`src/rtl/sdcard_spi_engine_pkg.sv`:
```
// Shared constants for the SD-card SPI engine: register offsets, CTRL bit positions, CRC polynomials, FSM states.
// Latency: n/a (declarations only).
// Backpressure: n/a.
package sdcard_spi_engine_pkg;

    // Register offsets on sram_a
    localparam logic [2:0] REG_DATA   = 3'd0;
    localparam logic [2:0] REG_CTRL   = 3'd1;
    localparam logic [2:0] REG_CLKDIV = 3'd2;
    localparam logic [2:0] REG_CRC_HI = 3'd3;
    localparam logic [2:0] REG_CRC_LO = 3'd4;
    localparam logic [2:0] REG_CRC7   = 3'd5;

    // CTRL bit positions
    localparam int CTRL_CS      = 0;
    localparam int CTRL_AUTO    = 1;
    localparam int CTRL_CRC_SRC = 2;
    localparam int CTRL_CRC_CLR = 6;
    localparam int CTRL_BUSY    = 7;

    localparam logic [6:0]  CRC7_POLY  = 7'h09;
    localparam logic [15:0] CRC16_POLY = 16'h1021;

    typedef enum logic {
        ST_IDLE  = 1'b0,
        ST_SHIFT = 1'b1
    } spi_state_t;

    // CTRL read value; CRC_CLR is write-only and always reads back 0
    function automatic logic [7:0] ctrl_readback(input logic busy, input logic src,
                                                 input logic auto_en, input logic cs);
        logic [7:0] r;
        r               = 8'h00;
        r[CTRL_BUSY]    = busy;
        r[CTRL_CRC_SRC] = src;
        r[CTRL_AUTO]    = auto_en;
        r[CTRL_CS]      = cs;
        return r;
    endfunction

endpackage

```
`src/rtl/sdcard_spi_engine_if.sv`:
```
// CPU-side external-SRAM register bus of the SD-card SPI engine.
// Latency: read data and wait are combinational in the slave.
// Backpressure: slave raises sram_wait to stall the access; master holds the strobes until it drops.
interface sdcard_spi_engine_if;
    logic [2:0] sram_a;     // register select
    logic [7:0] sram_d_in;  // write data from CPU
    logic [7:0] sram_d_out; // read data to CPU
    logic       sram_cs;    // block selected
    logic       sram_oe;    // read strobe
    logic       sram_we;    // write strobe
    logic       sram_wait;  // stall this access

    modport master (output sram_a, sram_d_in, sram_cs, sram_oe, sram_we,
                    input  sram_d_out, sram_wait);
    modport slave  (input  sram_a, sram_d_in, sram_cs, sram_oe, sram_we,
                    output sram_d_out, sram_wait);
endinterface

```
`src/rtl/sdcard_crc_bit.sv`:
```
// One-bit serial update of CRC7 (command) and CRC16-CCITT (data), MSB-first shift form.
// Latency: combinational.
// Backpressure: none; caller decides when to register the result.
// Ports: crc7_in/crc16_in current state, tx_bit feeds CRC7, crc16_bit feeds CRC16, *_out next state.
module sdcard_crc_bit
    import sdcard_spi_engine_pkg::*;
(
    input  logic [6:0]  crc7_in,
    input  logic [15:0] crc16_in,
    input  logic        tx_bit,
    input  logic        crc16_bit,
    output logic [6:0]  crc7_out,
    output logic [15:0] crc16_out
);

    logic fb7;
    logic fb16;

    assign fb7       = tx_bit ^ crc7_in[6];
    assign fb16      = crc16_bit ^ crc16_in[15];
    assign crc7_out  = {crc7_in[5:0], 1'b0} ^ (fb7 ? CRC7_POLY : 7'h00);
    assign crc16_out = {crc16_in[14:0], 1'b0} ^ (fb16 ? CRC16_POLY : 16'h0000);

endmodule

```
`src/rtl/sdcard_spi_engine.sv`:
```
// Memory-mapped SPI mode-0 master for an SD card with CRC7/CRC16 and AUTO streaming reads.
// Latency: one byte takes 16*(CLKDIV+1) clk from the start cycle to BUSY low.
// Backpressure: DATA accesses while BUSY raise sram_wait (combinational) until the byte completes.
// Ports: clk, nrst (async active-low); bus = register slave; sdcard_sck/mosi/cs_n out, sdcard_miso in (pre-synchronised).
module sdcard_spi_engine
    import sdcard_spi_engine_pkg::*;
#(
    parameter logic [7:0] DIV_RESET = 8'h7F,
    parameter logic [7:0] IDLE_BYTE = 8'hFF
) (
    input  logic                 clk,
    input  logic                 nrst,
    sdcard_spi_engine_if.slave   bus,
    output logic                 sdcard_sck,
    output logic                 sdcard_mosi,
    input  logic                 sdcard_miso,
    output logic                 sdcard_cs_n
);

    spi_state_t  state_q, state_d;
    logic [7:0]  clkdiv_q;
    logic [7:0]  div_cnt_q;
    logic [7:0]  shift_q;
    logic [7:0]  rx_q;
    logic [2:0]  bit_cnt_q;
    logic        ctrl_cs_q, ctrl_auto_q, ctrl_src_q;
    logic        miso_bit_q;
    logic        sck_q, mosi_q;
    logic [6:0]  crc7_q, crc7_nxt;
    logic [15:0] crc16_q, crc16_nxt;

    logic        busy;
    logic        data_sel, rd_acc, wr_acc;
    logic        data_wr, data_rd_auto, start, ctrl_wr, crc_clr;
    logic [7:0]  start_byte;
    logic        half_evt, rise_evt, fall_evt, last_fall;

    // ---------------- bus decode ----------------
    assign busy     = (state_q == ST_SHIFT);
    assign data_sel = (bus.sram_a == REG_DATA);

    // Only DATA accesses stall; everything else completes immediately even mid-byte
    assign bus.sram_wait = bus.sram_cs & (bus.sram_oe | bus.sram_we) & data_sel & busy;

    assign rd_acc = bus.sram_cs & bus.sram_oe & ~bus.sram_wait;
    assign wr_acc = bus.sram_cs & bus.sram_we & ~bus.sram_wait;

    // A simultaneous read+write of DATA is treated as a plain write
    assign data_wr      = wr_acc & data_sel;
    assign data_rd_auto = rd_acc & data_sel & ctrl_auto_q & ~data_wr;
    assign start        = data_wr | data_rd_auto;
    assign start_byte   = data_wr ? bus.sram_d_in : IDLE_BYTE;

    assign ctrl_wr = wr_acc & (bus.sram_a == REG_CTRL);
    assign crc_clr = ctrl_wr & bus.sram_d_in[CTRL_CRC_CLR];

    always_comb begin
        bus.sram_d_out = 8'h00;
        if (bus.sram_cs && bus.sram_oe) begin
            case (bus.sram_a)
                REG_DATA:   bus.sram_d_out = rx_q;
                REG_CTRL:   bus.sram_d_out = ctrl_readback(busy, ctrl_src_q, ctrl_auto_q, ctrl_cs_q);
                REG_CLKDIV: bus.sram_d_out = clkdiv_q;
                REG_CRC_HI: bus.sram_d_out = crc16_q[15:8];
                REG_CRC_LO: bus.sram_d_out = crc16_q[7:0];
                REG_CRC7:   bus.sram_d_out = {crc7_q, 1'b1};
                default:    bus.sram_d_out = 8'h00;
            endcase
        end
    end

    // ---------------- shift FSM ----------------
    always_ff @(posedge clk or negedge nrst) begin
        if (!nrst) begin
            state_q <= ST_IDLE;
        end else begin
            state_q <= state_d;
        end
    end

    // Half-period events fire when the divider counter hits zero; sck level says which edge it is
    always_comb begin
        state_d   = state_q;
        half_evt  = 1'b0;
        rise_evt  = 1'b0;
        fall_evt  = 1'b0;
        last_fall = 1'b0;
        case (state_q)
            ST_IDLE: begin
                if (start) begin
                    state_d = ST_SHIFT;
                end
            end
            ST_SHIFT: begin
                half_evt  = (div_cnt_q == 8'h00);
                rise_evt  = half_evt & ~sck_q;
                fall_evt  = half_evt & sck_q;
                last_fall = fall_evt & (bit_cnt_q == 3'd7);
                if (last_fall) begin
                    state_d = ST_IDLE;
                end
            end
            default: state_d = ST_IDLE;
        endcase
    end

    sdcard_crc_bit u_crc (
        .crc7_in   (crc7_q),
        .crc16_in  (crc16_q),
        .tx_bit    (shift_q[7]),
        .crc16_bit (ctrl_src_q ? sdcard_miso : shift_q[7]),
        .crc7_out  (crc7_nxt),
        .crc16_out (crc16_nxt)
    );

    // ---------------- registers and datapath ----------------
    always_ff @(posedge clk or negedge nrst) begin
        if (!nrst) begin
            clkdiv_q    <= DIV_RESET;
            div_cnt_q   <= 8'h00;
            shift_q     <= 8'h00;
            rx_q        <= 8'h00;
            bit_cnt_q   <= 3'd0;
            ctrl_cs_q   <= 1'b0;
            ctrl_auto_q <= 1'b0;
            ctrl_src_q  <= 1'b0;
            miso_bit_q  <= 1'b0;
            sck_q       <= 1'b0;
            mosi_q      <= 1'b1;
            crc7_q      <= 7'h00;
            crc16_q     <= 16'h0000;
        end else begin
            if (ctrl_wr) begin
                ctrl_cs_q   <= bus.sram_d_in[CTRL_CS];
                ctrl_auto_q <= bus.sram_d_in[CTRL_AUTO];
                ctrl_src_q  <= bus.sram_d_in[CTRL_CRC_SRC];
            end
            if (wr_acc && (bus.sram_a == REG_CLKDIV)) begin
                clkdiv_q <= bus.sram_d_in;
            end

            if (start) begin
                shift_q   <= start_byte;
                mosi_q    <= start_byte[7];
                div_cnt_q <= clkdiv_q;
                bit_cnt_q <= 3'd0;
                sck_q     <= 1'b0;
            end else if (busy) begin
                // Reload reads clkdiv_q live, so a CLKDIV write lands on the next half period
                div_cnt_q <= half_evt ? clkdiv_q : (div_cnt_q - 8'd1);
                if (rise_evt) begin
                    sck_q      <= 1'b1;
                    miso_bit_q <= sdcard_miso;
                end
                if (fall_evt) begin
                    sck_q     <= 1'b0;
                    shift_q   <= {shift_q[6:0], miso_bit_q};
                    bit_cnt_q <= bit_cnt_q + 3'd1;
                    if (last_fall) begin
                        rx_q <= {shift_q[6:0], miso_bit_q};
                    end else begin
                        mosi_q <= shift_q[6];
                    end
                end
            end

            // A clear in the same cycle as a sampling edge discards that bit's update
            if (crc_clr) begin
                crc7_q  <= 7'h00;
                crc16_q <= 16'h0000;
            end else if (rise_evt) begin
                crc7_q  <= crc7_nxt;
                crc16_q <= crc16_nxt;
            end
        end
    end

    assign sdcard_sck  = sck_q;
    assign sdcard_mosi = mosi_q;
    assign sdcard_cs_n = ~ctrl_cs_q;

endmodule
```
`src/flat_wrapper.sv`:
```
// flat-port wrapper written by rule: the top's interface ports become plain ports
module sdcard_spi_engine_flat import sdcard_spi_engine_pkg::*;
#(
    parameter logic [7:0] DIV_RESET = 8'h7F,
    parameter logic [7:0] IDLE_BYTE = 8'hFF
)
  (clk, nrst, sdcard_sck, sdcard_mosi, sdcard_miso, sdcard_cs_n, bus_sram_a, bus_sram_d_in, bus_sram_cs, bus_sram_oe, bus_sram_we, bus_sram_d_out, bus_sram_wait);
  sdcard_spi_engine_if bus_i ();
  input  logic clk;
  input  logic nrst;
  output logic sdcard_sck;
  output logic sdcard_mosi;
  input  logic sdcard_miso;
  output logic sdcard_cs_n;
  input wire logic [$bits(bus_i.sram_a)-1:0] bus_sram_a;
  input wire logic [$bits(bus_i.sram_d_in)-1:0] bus_sram_d_in;
  input wire logic [$bits(bus_i.sram_cs)-1:0] bus_sram_cs;
  input wire logic [$bits(bus_i.sram_oe)-1:0] bus_sram_oe;
  input wire logic [$bits(bus_i.sram_we)-1:0] bus_sram_we;
  output wire logic [$bits(bus_i.sram_d_out)-1:0] bus_sram_d_out;
  output wire logic [$bits(bus_i.sram_wait)-1:0] bus_sram_wait;
  assign bus_i.sram_a = bus_sram_a;
  assign bus_i.sram_d_in = bus_sram_d_in;
  assign bus_i.sram_cs = bus_sram_cs;
  assign bus_i.sram_oe = bus_sram_oe;
  assign bus_i.sram_we = bus_sram_we;
  assign bus_sram_d_out = bus_i.sram_d_out;
  assign bus_sram_wait = bus_i.sram_wait;
  sdcard_spi_engine #(.DIV_RESET(DIV_RESET), .IDLE_BYTE(IDLE_BYTE)) u_core (.clk(clk), .nrst(nrst), .bus(bus_i), .sdcard_sck(sdcard_sck), .sdcard_mosi(sdcard_mosi), .sdcard_miso(sdcard_miso), .sdcard_cs_n(sdcard_cs_n));
endmodule
```
`config.mk`:
```
export PLATFORM = sky130hd
export DESIGN_NAME = sdcard_spi_engine_flat
export DESIGN_NICKNAME = d
export VERILOG_FILES = /design/src/rtl/sdcard_spi_engine_pkg.sv /design/src/rtl/sdcard_spi_engine_if.sv /design/src/rtl/sdcard_crc_bit.sv /design/src/rtl/sdcard_spi_engine.sv /design/src/flat_wrapper.sv
export SDC_FILE = /design/constraint.sdc
export NUM_CORES = 1
export LEC_CHECK = 0
export BUFFER_PORTS_ARGS = -buffer_cell sky130_fd_sc_hd__buf_4
export CORE_MARGIN = 4
export CORE_UTILIZATION = 55
export CTS_CLUSTER_SIZE = 28
export DETAILED_ROUTE_END_ITERATION = 7
export GPL_TIMING_DRIVEN = 0
export PLACE_DENSITY = 0.84
export SKIP_CTS_REPAIR_TIMING = 1
export SYNTH_ARGS = -nofsm -noshare
export SYNTH_HDL_FRONTEND = slang
export SYNTH_SLANG_ARGS = --single-unit
```
`constraint.sdc`:
```
create_clock -name clk -period 2.4 [get_ports clk]
set_input_delay 0.12 -clock clk [delete_from_list [all_inputs] [get_ports clk]]
set_output_delay 0.12 -clock clk [all_outputs]
set_load 0.01 [all_outputs]
```
==> flow_results.xml <==
<?xml version="1.0" encoding="UTF-8"?>
<metrics>
  <group name="clock_tree">
    <metric name="clk_root_buffer_cell" unit="">sky130_fd_sc_hd__clkbuf_8</metric>
    <metric name="cts_made_buffers" unit="">9</metric>
    <metric name="h-tree-depth" unit="">3</metric>
    <metric name="clock-sinks" unit="">65</metric>
    <metric name="cts_tree" unit="">built</metric>
    <metric name="clk_pin_slew" unit="ps">70</metric>
    <metric name="clk_latency" unit="ps">350</metric>
    <metric name="cts-root-to-sink-buffers" unit="">2</metric>
  </group>
  <group name="die">
    <metric name="floorplan.initialDensity" unit="%">56.8</metric>
    <metric name="die_area" unit="sq um">7460</metric>
    <metric name="row_count" unit="">28</metric>
    <metric name="pin_count" unit="">29</metric>
    <metric name="die_height" unit="um">86.4</metric>
    <metric name="coreArea" unit="sq um">5960</metric>
    <metric name="die_width" unit="um">86.4</metric>
  </group>
  <group name="sta">
    <metric name="achievable-frequency" unit="GHz">0.436</metric>
    <metric name="worst_slew_pin_slew" unit="ps">820</metric>
    <metric name="setup-tns-final" unit="ps">0</metric>
    <metric name="setup_repair_after_global_routing_missed_its_margin" unit="">no</metric>
    <metric name="maxSlewHeadroom" unit="%">45.4</metric>
    <metric name="fin_crit_sh" unit="%">95.5</metric>
    <metric name="fin_skew" unit="ps">6.99</metric>
    <metric name="period_needed" unit="ps">2290</metric>
    <metric name="final-max-slew-violation-count" unit="">0</metric>
    <metric name="finalHoldViolCount" unit="">0</metric>
    <metric name="setup_viol_count_final" unit="">0</metric>
  </group>
  <group name="global_routing">
    <metric name="grt_pass1_vias" unit="">2648</metric>
    <metric name="met3_usage" unit="%">6.37</metric>
    <metric name="globalRouteMet1Util" unit="%">31.0</metric>
    <metric name="globalRouteTotalUtil" unit="%">23.5</metric>
    <metric name="overflow" unit="">0</metric>
    <metric name="grt_pass1_wl" unit="mm">13.4</metric>
    <metric name="antenna_found_initial" unit="">0</metric>
    <metric name="largest_net_degree_at_the_start_of_global_routing" unit="">66</metric>
    <metric name="globalRoute.busiestLayer" unit="">met2</metric>
    <metric name="gr-usage-met2" unit="%">36.6</metric>
  </group>
  <group name="logic_synthesis">
    <metric name="mappedNetlistArea" unit="sq um">3380</metric>
    <metric name="synth.largest_area_cell" unit="">sky130_fd_sc_hd__dfrtp_1</metric>
    <metric name="synthMostInstantiatedCell" unit="">sky130_fd_sc_hd__dfrtp_1</metric>
    <metric name="ys_dominant_reg_cell" unit="">sky130_fd_sc_hd__dfrtp_1</metric>
    <metric name="post_synth_most_frequent_cells" unit="">sky130_fd_sc_hd__dfrtp_1 (57), sky130_fd_sc_hd__nor2_1 (46), sky130_fd_sc_hd__mux2_2 (28)</metric>
    <metric name="synth_enable_flop_cells" unit="">0</metric>
    <metric name="synth_seq_area_share" unit="%">48.4</metric>
    <metric name="synth_fp_nets" unit="">335</metric>
    <metric name="synth.distinct_cells" unit="">46</metric>
    <metric name="synth_seq_cells" unit="">65</metric>
    <metric name="syn_avg_cell_area" unit="sq um">10.8</metric>
    <metric name="async_reset_ff_share" unit="%">100</metric>
    <metric name="yosys-top-cells-area" unit="">sky130_fd_sc_hd__dfrtp_1 (42%), sky130_fd_sc_hd__mux2_2 (9.3%), sky130_fd_sc_hd__mux2i_1 (6.5%), sky130_fd_sc_hd__dfstp_2 (6.2%), sky130_fd_sc_hd__nor2_1 (5.1%)</metric>
    <metric name="netlist_instances" unit="">314</metric>
    <metric name="synth_largest_type_area_fraction" unit="%">42.2</metric>
    <metric name="synthesis_warnings" unit="">0</metric>
  </group>
  <group name="flow_run">
    <metric name="max-cap-violations" unit="">0</metric>
  </group>
  <group name="worst_hold_path">
    <metric name="timing.hold.worst.class" unit="">in -&gt; reg</metric>
    <metric name="timing.hold.worst.start" unit="">bus_sram_d_in[0]</metric>
  </group>
  <group name="critical_path">
    <metric name="critPathMaxStageDelay" unit="ps">480</metric>
    <metric name="r2r_slack" unit="ps">110</metric>
    <metric name="worst_r2r_path_depth" unit="">6</metric>
    <metric name="worst_setup_startpoint" unit="">u_core.busy</metric>
    <metric name="worst-path-buf-inv" unit="">2</metric>
    <metric name="crit_path_cell_trace" unit="">buf_2 -&gt; nor4b_1 -&gt; and4_1 -&gt; buf_2 -&gt; nand2_1 -&gt; mux2_2</metric>
    <metric name="wp_data_arrival" unit="ps">2530</metric>
    <metric name="path_common_cell" unit="">sky130_fd_sc_hd__buf_2</metric>
    <metric name="critical-path-top-delay-family" unit="">simple AND/OR/NAND/NOR gates</metric>
    <metric name="crit_type" unit="">reg -&gt; reg</metric>
    <metric name="critical_path_cell_count" unit="">6</metric>
    <metric name="slowest_stage" unit="">sky130_fd_sc_hd__nor4b_1</metric>
    <metric name="regToRegEndpoint" unit="">u_core.rx_q[4]</metric>
    <metric name="worst-path-max-fanout" unit="">10</metric>
    <metric name="worst_setup_path_end_kind" unit="">flop</metric>
    <metric name="critical_path.startpoint_type" unit="">flop</metric>
    <metric name="crit_path_end" unit="">u_core.rx_q[4]</metric>
    <metric name="critical_path_required" unit="ps">2640</metric>
    <metric name="critical_path.reg2reg.startpoint" unit="">u_core.busy</metric>
  </group>
  <group name="detailed_routing">
    <metric name="initialDrtViolationCount" unit="">165</metric>
    <metric name="drt_first_pass_iters" unit="">4</metric>
    <metric name="routed_wl" unit="mm">8.29</metric>
    <metric name="avgRoutedWirePerCell" unit="um">19.1</metric>
    <metric name="detail_route.vias_per_cell" unit="">6.14</metric>
    <metric name="post-route-drc-count" unit="">0</metric>
    <metric name="final_antenna_net_count" unit="">0</metric>
    <metric name="vias" unit="">2659</metric>
  </group>
  <group name="power">
    <metric name="pwr-share-comb" unit="%">28.9</metric>
    <metric name="seq_power_share" unit="%">45.6</metric>
    <metric name="pwr-share-clk" unit="%">25.5</metric>
    <metric name="max-vdd-ir-drop" unit="mV">0.644</metric>
    <metric name="p_switching" unit="mW">1.47</metric>
    <metric name="power.total" unit="mW">4.29</metric>
    <metric name="powerDensity" unit="nW/um^2">1090</metric>
    <metric name="p_leak" unit="nW">1.66</metric>
    <metric name="power_switching_share" unit="%">34.2</metric>
    <metric name="p_int" unit="mW">2.82</metric>
  </group>
  <group name="cells_and_area">
    <metric name="proportion_of_layout_cells_with_a_drive_suffix_above_1" unit="%">26.8</metric>
    <metric name="fill_cells" unit="">470</metric>
    <metric name="synthToLayoutAreaGrowth" unit="%">16.0</metric>
    <metric name="finish.net_count" unit="">374</metric>
    <metric name="insertedDiodeCount" unit="">0</metric>
  </group>
  <group name="place">
    <metric name="gpl.final_weighted_congestion" unit="">0.921</metric>
    <metric name="place.detailed.hpwl" unit="mm">5.98</metric>
    <metric name="port-buffer-count" unit="">27</metric>
  </group>
  <group name="status">
    <metric name="result_of_the_run" unit="">completed</metric>
  </group>
</metrics>
[worst min-delay path, cell delays in order]
cell and delay (ps):
sky130_fd_sc_hd__buf_4 100, sky130_fd_sc_hd__nand2_1 40, sky130_fd_sc_hd__o21ai_0 60
[flip-flops by register name, summed over array words and instances (netlist names)]
signal and count:
u_core.bit_cnt_q 3, u_core.busy 1, u_core.clkdiv_q 8, u_core.crc16_q 16, u_core.crc7_q 7, u_core.ctrl_auto_q 1, u_core.ctrl_cs_q 1, u_core.ctrl_src_q 1
u_core.div_cnt_q 8, u_core.miso_bit_q 1, u_core.rx_q 8, u_core.sdcard_mosi 1, u_core.sdcard_sck 1, u_core.shift_q 8
[metal layers]
metal | up-vias | wire, um
li1 | 1227 | -
met1 | 1323 | 3650
met2 | 91 | 3890
met3 | 18 | 567
met4 | 0 | 180
met5 | - | 0
[power groups by stage]
stage               clock network [mW]  logic [mW]  registers (mW)
floorplan                            0       0.950            1.80
global placement                     0        1.17            1.93
detailed placement                   0        1.22            1.95
CTS                               1.10        1.24            1.93
global route                      1.15        1.37            2.00
finish                            1.09        1.24            1.95
[cells by family (layout without fill, tap and decap cells)]
kind of cell               after synthesis  count (layout)  synth area share, %
xor gates and xnor gates                 8               8                 2.07
buffers and inverters                   25              69                 3.55
AOI/OAI and AO/OA                       74              74                 15.2
muxes                                   51              51                 16.5
DFF                                     65              65                 48.4
adders and majority gates                4               4                 1.48
and+or+nand+nor                         87              87                 12.8
[cell usage in the layout (no fill, tap or decap), types with 4 or more instances in the layout]
| cell type | netlist | final |
|---|---|---|
| sky130_fd_sc_hd__dfrtp_1 | 57 | 57 |
| sky130_fd_sc_hd__nor2_1 | 46 | 46 |
| sky130_fd_sc_hd__mux2_2 | 28 | 28 |
| sky130_fd_sc_hd__buf_4 | 0 | 27 |
| sky130_fd_sc_hd__a21oi_1 | 25 | 25 |
| sky130_fd_sc_hd__mux2i_1 | 22 | 22 |
| sky130_fd_sc_hd__clkbuf_8 | 0 | 12 |
| sky130_fd_sc_hd__nand2_1 | 11 | 11 |
| sky130_fd_sc_hd__o2bb2ai_1 | 10 | 10 |
| sky130_fd_sc_hd__buf_2 | 9 | 9 |
| sky130_fd_sc_hd__o21ai_0 | 8 | 8 |
| sky130_fd_sc_hd__inv_1 | 8 | 8 |
| sky130_fd_sc_hd__dfstp_2 | 8 | 8 |
| sky130_fd_sc_hd__a32oi_1 | 7 | 7 |
| sky130_fd_sc_hd__clkbuf_1 | 4 | 6 |
| sky130_fd_sc_hd__a22oi_1 | 5 | 5 |
| sky130_fd_sc_hd__nor2b_1 | 5 | 5 |
| sky130_fd_sc_hd__xnor2_1 | 5 | 5 |
| sky130_fd_sc_hd__nor3_1 | 4 | 4 |
| sky130_fd_sc_hd__ha_1 | 4 | 4 |
[per-stage QoR]
step	util (%)	instance area [sq um]	instances	hold slack, ps	setup WS, ps
5_1_grt	65.8	3920	433	14.7	23.0
4_1_cts	65.7	3910	432	-117	116
2_1_floorplan	-	3380	314	-176	400
6_report	65.8	3920	433	2.54	109
3_5_place_dp	61.7	3680	416	262	125
3_3_place_gp	61.7	3680	416	256	177
[layout make-up]
type	instances	area (sq um)	share of cell area, %
Multi-Input combinational cell	224	1620	41.4
Timing Repair Buffer	28	213	5.43
Clock inverter	2	60.1	1.53
Buffer	17	90.1	2.30
Sequential cell	65	1640	41.7
Clock buffer	14	173	4.40
Inverter	8	30.0	0.766
Tap cell	75	93.8	2.39
[how the worst min path moves through the flow]
stage                     endpoint  slack, ps  cells after the start
3_5_place_dp        u_core.rx_q[4]        260                      1
5_1_grt         u_core.clkdiv_q[4]         10                      2
2_1_floorplan  u_core.bit_cnt_q[0]       -180                      0
3_3_place_gp        u_core.rx_q[3]        260                      1
6_report          u_core.ctrl_cs_q          3                      3
4_1_cts             u_core.rx_q[4]       -120                      1
(Power assumes the default switching activity.)
